### src/rtl/axis_width_conv_wide_narrow.sv
// Wide-to-narrow stream splitter: each M-bit word leaves as M/N beats of N bits, MSB slice first.
// The pop strobe to the upstream FWFT FIFO is combinational so the word boundary costs no bubble.
module axis_width_conv_wide_narrow #(
    parameter int N = 8,
    parameter int M = 24
) (
    input  logic         clk,
    input  logic         rst,
    input  logic [M-1:0] s_axis_tdata,
    input  logic         s_axis_tfirst,
    input  logic         s_axis_tvalid,
    output logic         s_axis_tnext,
    output logic [N-1:0] m_axis_tdata,
    output logic         m_axis_tfirst,
    output logic         m_axis_tvalid,
    input  logic         m_axis_tnext
);
    // state | meaning
    // EMPTY | full=0, nothing held, next source word loads immediately
    // BUSY  | full=1, cnt<K-1, shifting out beats of the held word
    // LAST  | full=1, cnt==K-1, final beat shown; a new word may load on its transfer

    localparam int K  = M / N;
    localparam int CW = ($clog2(K) < 1) ? 1 : $clog2(K);
    localparam logic [CW-1:0] CNT_LAST = CW'(K - 1);

    if ((N < 1) || (M <= N) || ((M % N) != 0)) begin : g_param_check
        $fatal(1, "axis_width_conv_wide_narrow: M must be a multiple of N and larger than N");
    end

    logic [M-1:0]  shreg;
    logic          first;
    logic [CW-1:0] cnt;
    logic          full;
    logic          last_beat;
    logic          load;
    logic          m_xfer;

    assign last_beat = (cnt == CNT_LAST);
    assign load      = ~full | (last_beat & m_axis_tnext);
    assign m_xfer    = full & m_axis_tnext;

    assign s_axis_tnext  = s_axis_tvalid & load & ~rst;
    assign m_axis_tdata  = shreg[M-1 -: N];
    assign m_axis_tfirst = first & (cnt == '0);
    assign m_axis_tvalid = full;

    always_ff @(posedge clk or posedge rst) begin
        if (rst) begin
            shreg <= '0;
            first <= 1'b0;
            cnt   <= '0;
            full  <= 1'b0;
        end else if (s_axis_tnext) begin
            shreg <= s_axis_tdata;
            first <= s_axis_tfirst;
            cnt   <= '0;
            full  <= 1'b1;
        end else if (m_xfer) begin
            if (last_beat) begin
                // Clearing the idle state keeps tdata/tfirst at zero while nothing is valid.
                shreg <= '0;
                first <= 1'b0;
                cnt   <= '0;
                full  <= 1'b0;
            end else begin
                shreg <= {shreg[M-N-1:0], {N{1'b0}}};
                cnt   <= cnt + CW'(1);
            end
        end
    end
endmodule

### config.mk
export PLATFORM = sky130hd
export DESIGN_NAME = axis_width_conv_wide_narrow
export DESIGN_NICKNAME = d
export VERILOG_FILES = /design/src/rtl/axis_width_conv_wide_narrow.sv
export SDC_FILE = /design/constraint.sdc
export NUM_CORES = 1
export LEC_CHECK = 0
export ABC_CLOCK_PERIOD_IN_PS = 4500
export BUFFER_PORTS_ARGS = -buffer_cell sky130_fd_sc_hd__buf_2
export CAP_MARGIN = 20
export CELL_PAD_IN_SITES_DETAIL_PLACEMENT = 1
export CELL_PAD_IN_SITES_GLOBAL_PLACEMENT = 1
export CORE_ASPECT_RATIO = 0.7
export CORE_MARGIN = 2
export CORE_UTILIZATION = 43
export CTS_BUF_LIST = sky130_fd_sc_hd__clkbuf_4
export DETAILED_ROUTE_END_ITERATION = 16
export PLACE_DENSITY_LB_ADDON = 0.1
export SYNTH_ARGS = -nofsm -noshare
export SYNTH_HDL_FRONTEND = slang
export SYNTH_SLANG_ARGS = --single-unit
### constraint.sdc
create_clock -name clk -period 4.5 [get_ports clk]
set_input_delay 0.675 -clock clk [delete_from_list [all_inputs] [get_ports clk]]
set_output_delay 0.675 -clock clk [all_outputs]
set_load 0.05 [all_outputs]
==> results.txt <==
The flow ran to the end, and the final reports show no timing, DRC or antenna violations. The final clock period utilization by the worst path is 0.552. The instance count after placement with tap cells included is 174. The pin count of the biggest net entering global routing came out at 27. In this run the deepest clock path goes through 2 buffers. When the netlist entered floorplanning its net count stood at 141.

Walking the worst path, the cells encountered are and3b_1 -> o21ba_1 -> buf_4 -> buf_2. The total standard cell area after synthesis is 0.00129 sq mm. In the final layout, the share of cells above drive strength 1 is 0.326. The final net count is 172. The count of maximum capacitance violations came out at 0. The synthesized netlist cell count is 112. Setup repair after global routing left no endpoint under its margin. STA puts the critical path data required time at 3830 ps.

The die span in x is 69.5 um. In this run the remaining antenna-violating nets after routing total 0. The number of failing hold endpoints at the final stage is 0. The total power per unit cell area is 633 mW/mm^2. The placed instances occupy a cell area of 0.00147 sq mm. Measured in cells, the most critical reg-to-reg path has a length of 4.

The detailed-route DRC error count is 0. After routing, the total negative slack on setup checks comes to 0 ps. The slowest stage of the critical path belongs to the cell sky130_fd_sc_hd__dfrtp_1. The relative slew slack is 0.527. The final standard cell utilization of the core came out at 0.527. 40 I/O pins were placed. CTS placed an instance of sky130_fd_sc_hd__clkbuf_4 at the clock tree root. The per-instance average area after synthesis is 11.5 sq um. In this run the register-to-register setup slack is 2440 ps. The reg-to-reg endpoint is shreg[13].

For the finished layout, the period the worst path requires is 2480 ps. The clock latency at the later pin of the worst-skew pair is 330 ps. CTS built an H-tree with a depth of 1. In this run the critical register-to-register path is launched from m_axis_tvalid. Setup violations remaining at the end of the flow were counted as 0. The detailed-router iteration count before antenna repair is 4. The final instance area is 0.00149 sq mm. The final antenna diode count came out at 0. The maximum VDD drop came out at 0.000289 V. For the final database, setup skew stands at 7.05 ps. After the first detailed-routing iteration, the DRC count stood at 113. The average wire per standard cell came out at 17.2 um.

The number of antenna violations at the first check in global routing came out at 0. The total of buffers placed on input and output ports came out at 39. Detailed routing inserted a total of 1040 vias. The count of unique library cells instantiated by Yosys came out at 25. The first-pass GRT wire length is 5.29 mm. The count of buffers added by post-CTS timing repair for setup is 0.

The total core area came out at 0.00282 sq mm. For this configuration, the core starts out at a cell density of 0.458. The die footprint is 0.00347 sq mm. The routed wire length is 3.05 mm.

After filler insertion, the fill cell instance count of the layout stands at 325. The total clock sinks is 28. The clock-pin transition on the worst setup and hold timing paths came out at 140 ps. The worst setup path is launched from a flip-flop.

In this run the worst hold path is classified as primary input to async pin. The vias per cell came out at 5.88. At the pin with the least slew margin, the transition time is 706 ps. For this run, the register share of the synthesized area comes to 0.542.

The analysis attributes to cell leakage a power of 0.813 nW. The count of hold buffers inserted by post-cts repair came out at 0. Buffers inserted during clock tree synthesis total 3.

The final estimated routing congestion in global placement is 0.760. The arrival time of data at the critical path endpoint is 1810 ps. The via count of the first global-routing pass is 1059.

The final max-slew violation count came out at 0. The category of the critical setup timing path is flip-flop to output pin. The maximum cell stage delay along the critical path is 430 ps. The number of standard cells in the final layout excluding fillers came out at 177. Derived from the worst setup path, the maximum achievable clock frequency is 403 MHz. The aggregate global-route resource usage is 0.194.

The clock tree from TritonCTS is yes. The die extent in y came out at 49.9 um. The synthesis-to-layout area growth is 15.2%. After clock tree synthesis, the repair step resized 0 gates. Summed over all layers, the global routing overflow is 0.

The number of storage elements in the synthesis netlist is 28. Along the worst path, the maximum fanout reaches 26. The category of the worst setup path capture point is an output pin. The number of warning messages in the yosys log came out at 0.

The number of placement rows came out at 16. The total half-perimeter wirelength after legalization and detailed placement is 2.15 mm.
[layout make-up]
cell class | count | area, sq um | area share
Timing Repair Buffer | 42 | 238 | 0.160
Inverter | 3 | 11.3 | 0.00756
Tap cell | 36 | 45.0 | 0.0303
Clock buffer | 3 | 22.5 | 0.0151
Sequential cell | 28 | 701 | 0.471
Multi-Input combinational cell | 65 | 472 | 0.317
[cells in the final DEF, fill, tap and decap left out, types with 2 or more instances in the layout]
cell type and n:
sky130_fd_sc_hd__nor2_1 2, sky130_fd_sc_hd__nand2b_1 2, sky130_fd_sc_hd__nand2_1 5, sky130_fd_sc_hd__a21oi_1 2
sky130_fd_sc_hd__o2111ai_1 2, sky130_fd_sc_hd__and3_1 14, sky130_fd_sc_hd__nor3_1 2, sky130_fd_sc_hd__o21ai_0 2
sky130_fd_sc_hd__and2_1 2, sky130_fd_sc_hd__a22o_1 8, sky130_fd_sc_hd__clkbuf_4 3, sky130_fd_sc_hd__buf_2 39
sky130_fd_sc_hd__inv_1 3, sky130_fd_sc_hd__buf_4 2, sky130_fd_sc_hd__a221o_1 14, sky130_fd_sc_hd__dfrtp_1 28
sky130_fd_sc_hd__nand3_1 2, sky130_fd_sc_hd__a31oi_1 2
[metal layers]
layer	share of wire	up-vias	routed length, um	track usage
met4	0.0049	0	15	0.0294
met3	0.066	2	200	0.0654
met2	0.46	29	1420	0.300
li1	-	476	-	-
met1	0.46	533	1410	0.272
met5	0	-	0	0
[power breakdown]
group | leakage [nW] | internal, mW | switching (mW)
clock | 0.0138 | 0.0315 | 0.0718
combinational | 0.430 | 0.144 | 0.293
sequential | 0.369 | 0.346 | 0.0575
[cell usage after synthesis]
cell type / number / area (sq um)
sky130_fd_sc_hd__dfrtp_1: 28 / 701
sky130_fd_sc_hd__a221o_1: 14 / 140
sky130_fd_sc_hd__and3_1: 14 / 87.6
sky130_fd_sc_hd__a22o_1: 8 / 70.1
sky130_fd_sc_hd__buf_4: 8 / 60.1
sky130_fd_sc_hd__nand2_1: 5 / 18.8
sky130_fd_sc_hd__buf_2: 3 / 15.0
sky130_fd_sc_hd__clkbuf_1: 3 / 11.3
sky130_fd_sc_hd__inv_1: 3 / 11.3
sky130_fd_sc_hd__a21oi_1: 2 / 10.0
sky130_fd_sc_hd__a31oi_1: 2 / 12.5
sky130_fd_sc_hd__and2_1: 2 / 12.5
sky130_fd_sc_hd__buf_6: 2 / 22.5
sky130_fd_sc_hd__nand2b_1: 2 / 12.5
sky130_fd_sc_hd__nand3_1: 2 / 10.0
sky130_fd_sc_hd__nor2_1: 2 / 7.51
sky130_fd_sc_hd__nor3_1: 2 / 10.0
sky130_fd_sc_hd__o2111ai_1: 2 / 17.5
sky130_fd_sc_hd__o21ai_0: 2 / 10.0
sky130_fd_sc_hd__and3b_1: 1 / 8.76
sky130_fd_sc_hd__mux2i_1: 1 / 10.0
sky130_fd_sc_hd__nand3b_1: 1 / 7.51
sky130_fd_sc_hd__nor3b_1: 1 / 7.51
sky130_fd_sc_hd__o21ba_1: 1 / 10.0
sky130_fd_sc_hd__or3b_2: 1 / 8.76
[sequential cells by signal (all words and copies together), names as in the netlist]
name,flops
m_axis_tvalid,1
cnt,2
first,1
shreg,24
[per-stage QoR]
| stage | setup slack (ps) | hold slack, ps | power (mW) |
|---|---|---|---|
| 2_1_floorplan | 2360 | 458 | 0.787 |
| 3_3_place_gp | 2090 | 474 | 0.830 |
| 3_5_place_dp | 2040 | 483 | 0.848 |
| 4_1_cts | 2000 | 430 | 0.953 |
| 5_1_grt | 1900 | 451 | 1.01 |
| 6_report | 2020 | 419 | 0.943 |
[worst max-delay path by stage]
stage	startpoint	end	slack, ps	cells after the start
2_1_floorplan	rst	s_axis_tnext	2360	4
3_3_place_gp	rst	s_axis_tnext	2090	5
3_5_place_dp	rst	s_axis_tnext	2040	5
4_1_cts	cnt[0]	s_axis_tnext	2000	4
5_1_grt	cnt[0]	s_axis_tnext	1900	4
6_report	cnt[0]	s_axis_tnext	2020	4
[cell families after synthesis]
group | share of synthesized area
compound gates | 0.209
buf+inv | 0.0929
flops | 0.542
mux | 0.00774
simple gates | 0.148
[worst max-delay path, delay by kind of cell (launching register included)]
kind / cells / cell delay [ps]
AND/OR/NAND/NOR: 1 / 300
flip-flops: 1 / 430
buffers and inverters: 2 / 600
AO/OA/AOI/OAI: 1 / 140
Power figures use the tool's default switching activity.
